$ cat src/rtl/vga_timing_gen.sv
// vga_timing_gen
// Raster timing generator. Divides clk down to the pixel rate, walks an
// h/v counter pair over the full raster, and registers the decoded pixel
// coordinates, visible-area flag and strobes. The sync/blank strobes pass
// through a short delay line so they line up with the drawers' registered
// r/g/b outputs.
//
// Ports:
//   clk             in   system clock (50 MHz)
//   reset           in   synchronous, active-high reset
//   x               out  pixel column, 0 outside the visible area
//   y               out  pixel row, 0 outside the visible area
//   display_enabled out  (x, y) is inside the visible area
//   pixel_tick      out  one-clk strobe per pixel period
//   frame_start     out  one-clk pulse as the raster wraps to (0,0)
//   vga_clk         out  pixel clock to the DAC, rising mid-pixel
//   vga_hs          out  hsync, active low, delayed PIPE_DELAY clks
//   vga_vs          out  vsync, active low, delayed PIPE_DELAY clks
//   vga_blank_n     out  display_enabled delayed PIPE_DELAY clks
//   vga_sync_n      out  held low (no sync-on-green)

module vga_timing_gen #(
  parameter int H_ACTIVE   = 640,
  parameter int H_FP       = 16,
  parameter int H_SYNC     = 96,
  parameter int H_BP       = 48,
  parameter int V_ACTIVE   = 480,
  parameter int V_FP       = 10,
  parameter int V_SYNC     = 2,
  parameter int V_BP       = 33,
  parameter int CLK_DIV    = 2,
  parameter int PIPE_DELAY = 1
) (
  input  logic       clk,
  input  logic       reset,
  output logic [9:0] x,
  output logic [8:0] y,
  output logic       display_enabled,
  output logic       pixel_tick,
  output logic       frame_start,
  output logic       vga_clk,
  output logic       vga_hs,
  output logic       vga_vs,
  output logic       vga_blank_n,
  output logic       vga_sync_n
);

  localparam int H_TOTAL = H_ACTIVE + H_FP + H_SYNC + H_BP;
  localparam int V_TOTAL = V_ACTIVE + V_FP + V_SYNC + V_BP;
  localparam int HW      = $clog2(H_TOTAL);
  localparam int VW      = $clog2(V_TOTAL);
  localparam int DW      = $clog2(CLK_DIV);

  localparam logic [HW-1:0] H_MAX  = HW'(H_TOTAL - 1);
  localparam logic [HW-1:0] H_VIS  = HW'(H_ACTIVE);
  localparam logic [HW-1:0] HS_BEG = HW'(H_ACTIVE + H_FP);
  localparam logic [HW-1:0] HS_END = HW'(H_ACTIVE + H_FP + H_SYNC);
  localparam logic [VW-1:0] V_MAX  = VW'(V_TOTAL - 1);
  localparam logic [VW-1:0] V_VIS  = VW'(V_ACTIVE);
  localparam logic [VW-1:0] VS_BEG = VW'(V_ACTIVE + V_FP);
  localparam logic [VW-1:0] VS_END = VW'(V_ACTIVE + V_FP + V_SYNC);
  localparam logic [DW-1:0] DIV_MAX  = DW'(CLK_DIV - 1);
  localparam logic [DW-1:0] DIV_HALF = DW'(CLK_DIV / 2);

  logic [DW-1:0] div;
  logic [HW-1:0] h_cnt;
  logic [VW-1:0] v_cnt;
  logic          tick;
  logic          hs_raw;
  logic          vs_raw;

  assign tick       = (div == DIV_MAX);
  assign vga_sync_n = 1'b0;

  // Counters and registered decode. The decode samples the counters before
  // they advance, so coordinates trail the counters by one clk.
  always_ff @(posedge clk) begin
    if (reset) begin
      div             <= '0;
      h_cnt           <= '0;
      v_cnt           <= '0;
      x               <= '0;
      y               <= '0;
      display_enabled <= 1'b0;
      hs_raw          <= 1'b1;
      vs_raw          <= 1'b1;
      pixel_tick      <= 1'b0;
      frame_start     <= 1'b0;
      vga_clk         <= 1'b0;
    end else begin
      if (tick) begin
        div <= '0;
        if (h_cnt == H_MAX) begin
          h_cnt <= '0;
          if (v_cnt == V_MAX) v_cnt <= '0;
          else                v_cnt <= v_cnt + VW'(1);
        end else begin
          h_cnt <= h_cnt + HW'(1);
        end
      end else begin
        div <= div + DW'(1);
      end

      display_enabled <= (h_cnt < H_VIS) && (v_cnt < V_VIS);
      x               <= (h_cnt < H_VIS) ? 10'(h_cnt) : 10'd0;
      y               <= (v_cnt < V_VIS) ? 9'(v_cnt) : 9'd0;
      hs_raw          <= !((h_cnt >= HS_BEG) && (h_cnt < HS_END));
      vs_raw          <= !((v_cnt >= VS_BEG) && (v_cnt < VS_END));
      pixel_tick      <= tick;
      frame_start     <= tick && (h_cnt == H_MAX) && (v_cnt == V_MAX);
      // High for the second half of each pixel period.
      vga_clk         <= (div >= DIV_HALF);
    end
  end

  // Delay line for {hs, vs, blank_n}; sync stages reset inactive-high.
  generate
    if (PIPE_DELAY == 0) begin : g_nodly
      assign vga_hs      = hs_raw;
      assign vga_vs      = vs_raw;
      assign vga_blank_n = display_enabled;
    end else begin : g_dly
      logic [2:0] dly [PIPE_DELAY];

      always_ff @(posedge clk) begin
        if (reset) begin
          for (int i = 0; i < PIPE_DELAY; i++) dly[i] <= 3'b110;
        end else begin
          dly[0] <= {hs_raw, vs_raw, display_enabled};
          for (int i = 1; i < PIPE_DELAY; i++) dly[i] <= dly[i-1];
        end
      end

      assign {vga_hs, vga_vs, vga_blank_n} = dly[PIPE_DELAY-1];
    end
  endgenerate

endmodule

$ cat config.mk
export PLATFORM = sky130hd
export DESIGN_NAME = vga_timing_gen
export DESIGN_NICKNAME = d
export VERILOG_FILES = /design/src/rtl/vga_timing_gen.sv
export SDC_FILE = /design/constraint.sdc
export NUM_CORES = 1
export LEC_CHECK = 0
export ABC_AREA = 1
export CAP_MARGIN = 20
export CORE_UTILIZATION = 47
export DETAILED_ROUTE_END_ITERATION = 7
export GPL_ROUTABILITY_DRIVEN = 0
export MAX_ROUTING_LAYER = met4
export PLACE_DENSITY = 0.72
export SYNTH_ARGS = -nofsm -noshare
export SYNTH_HDL_FRONTEND = slang
export SYNTH_SLANG_ARGS = --single-unit
$ cat constraint.sdc
create_clock -name clk -period 1.4 [get_ports clk]
set_clock_uncertainty 0.05 [all_clocks]
set_input_delay 0.14 -clock clk [delete_from_list [all_inputs] [get_ports clk]]
set_output_delay 0.14 -clock clk [all_outputs]
set_load 0.05 [all_outputs]
==> results of run 1 <==
placed cells by master, fill, tap and decap left out, types with 2 or more instances in the layout:
| cell | n |
|---|---|
| inv_2 | 4 |
| nor3b_2 | 2 |
| nand2_2 | 3 |
| nand3_2 | 2 |
| nor3_2 | 2 |
| nor2_2 | 2 |
| nor3_1 | 5 |
| clkbuf_8 | 6 |
| dfxtp_1 | 39 |
| nor2_4 | 8 |
| nor2_1 | 38 |
| buf_12 | 22 |
| buf_4 | 25 |
| nand4_1 | 4 |
| clkbuf_1 | 2 |
| o21ai_0 | 4 |
| nand2_1 | 37 |
| inv_1 | 28 |
| dfxtp_2 | 9 |
| a21oi_1 | 9 |
| nand3_1 | 19 |
| or2_2 | 2 |
| nand2_4 | 2 |
| o21ai_1 | 2 |
| ha_1 | 2 |
| nor4_1 | 2 |
logic make-up after synthesis:
kind of cell	Yosys count	share of synthesized area, %
DFF	48	51.4
adders and majority gates	4	2.68
and+or+nand+nor	129	32.0
AOI/OAI and AO/OA	18	5.02
buffers and inverters	38	8.29
xor gates and xnor gates	1	0.468
other	1	0.200
cell type report:
type	instances	share of cell area, %
clock buffers	8	3.28
flip-flops and latches	48	35.4
well taps	48	2.19
repair buffers	48	23.3
inverters	33	4.61
multi-input cells	153	31.2
state kept, by name (all words and copies together), names as in the netlist:
| name | flops |
|---|---|
| h_cnt | 10 |
| v_cnt | 10 |
| x | 10 |
| y | 9 |
| g_dly.dly | 3 |
| display_enabled | 1 |
| div | 1 |
| frame_start | 1 |
| hs_raw | 1 |
| pixel_tick | 1 |
| vs_raw | 1 |
critical path, stage by stage (launching register included):
cell	delay, ns
dfxtp_2	0.36
buf_4	0.12
nand3_1	0.16
nor2_4	0.19
nand2_1	0.10
o21ai_0	0.16
nor3b_2	0.17
per-layer routing:
layer  global-route usage, %  routed length, um  part of all wire [%]
met1                    26.4               1900                    44
met5                       -                  0                     0
met2                    37.0               2100                    49
met4                    8.15                 76                   1.8
met3                    4.75                198                   4.6
power breakdown:
part	switching [W]	internal [W]	leakage, nW	total (W)
Clock	0.000425	0.000403	0.0455	0.000828
Sequential	0.0000164	0.00138	0.392	0.00140
Combinational	0.0000857	0.0000554	0.640	0.000141
stage by stage:
stage          setup WS, ns  power (W)
2_1_floorplan        0.0804    0.00150
5_1_grt              -0.100    0.00246
4_1_cts            -0.00418    0.00237
3_3_place_gp        -0.0176    0.00156
6_report             0.0231    0.00236
3_5_place_dp        -0.0687    0.00156
worst paths after layout:
path	startpoint	cells after the start	to	slack, ns
worst max register to register	h_cnt[1]	6	h_cnt[5]	0.02
worst min-delay path	hs_raw	1	g_dly.dly[0][2]	0.37
worst min register to register	hs_raw	1	g_dly.dly[0][2]	0.37
worst max-delay path	h_cnt[1]	6	h_cnt[5]	0.02
repair_timing:
item                                   CTS  global route
buffers inserted                         0             2
resized for setup                        3            31
pin swaps                                2             6
setup endpoints to repair                6            15
endpoints found under the hold margin    0             0
==> impl_metrics.csv, run 1 <==
group,metric,value,unit
layout,final_nets,295,
clocking,cts_sinks,48,
clocking,clkLatencyLatePin,0.30,ns
place,dp_hpwl,3030,um
yosys,async_reset_ff_share,0,%
global_route,grt_pass1_wl,6930,um
global_route,grt_max_degree,14,
route,drtPass1Iterations,4,
yosys,ys_ff_latch,48,
timing,setup_viol,0,
clocking,clockBufferDepth,2,
place,place_area,0.00252,mm^2
die,initial_core_util,50.0,%
die,die_h,65.1,um
timing,rsz0062_at_grt,"yes",
die,rows,22,
yosys,synth_area_leaders,"dfxtp_1, nor2_1, nand2_1",
timing,maxSlewViolCount,0,
layout,seqCellArea,972,um^2
route,antenna_left,0,
route,post_drt_wl_per_cell,12.7,um
yosys,yosys.area.top_type_share,51.4,%
outcome,status,"complete, no violations",
timing,max_freq,0.726,GHz
place,io_buffer_count,27,
global_route,first_global_vias,1581,
critical_path,start_kind,"register",
clocking,ctsHtreeMaxLevel,2,
global_route,track_usage,22.3,%
yosys,synth_area,0.00187,mm^2
timing,tns,0,ns
layout,fin_area,0.00274,mm^2
pwr,ir_drop,0.845,mV
route,drt_wl_total,4280,um
pwr,p_per_area,862,mW/mm^2
layout,multiInputGateArea,857,um^2
route,initialDrtViolationCount,142,
clocking,cts_hold_buf,0,
run,max_cap_viol_count,0,
yosys,ys_warn_count,0,
layout,fillers,294,
die,core-area,0.00374,mm^2
die,design.die.area,0.00424,mm^2
yosys,syn_nets,245,
place,dpl.cell_count,328,
clocking,path_clk_slew,0.08,ns
layout,stdcell_count,338,
critical_path,endpoint_kind,"register",
yosys,yosysTopAreaCell,"dfxtp_1",
yosys,avgSynthCellArea,7.83,um^2
pwr,power_leakage,1.08,nW
global_route,antenna_found_initial,0,
critical_path,cp_max_fo,3,
timing,hold_slack,0.369,ns
route,drc,0,
clocking,cts_tree,"done",
yosys,syn_inst,239,
yosys,synth_ff_type,"dfxtp_1",
clocking,cts_inserted_buffers,5,
yosys,ys_types,28,
timing,finalCriticalPeriod,1.38,ns
layout,antennaDiodeCount,0,
timing,hold_viol,0,
global_route,overflow,0,
layout,layout-drive-gt1-share,32.4,%
route,via_per_inst,4.96,
layout,utilization,73.3,%
yosys,post-synth-top-count-cell,"dfxtp_1",
critical_path,crit_arrival,1.55,ns
layout,areaGrowthSynthToFinish,46.7,%
critical_path,path_class,"reg -> reg",
yosys,synth-seq-area-share,51.4,%
clocking,clock-root-buffer,"clkbuf_8",
yosys,synth_common_cells,"dfxtp_1, nor2_1, nand2_1",
worst_hold_path,hold_class,"reg -> reg",
critical_path,critical_path_required,1.58,ns
yosys,synth-edff-count,0,
timing,min_period_over_period,98.3,%
die,io_pins,29,
die,die_width,65.1,um
route,vias,1678,
No activity file was read; power rests on OpenSTA's default activity.
==> inputs of run 2 (changes only) <==
Settings changed: SLEW_MARGIN from default to 20.
==> results of run 2 <==
Final layout, timing and power as in run 1 (identical DEF).
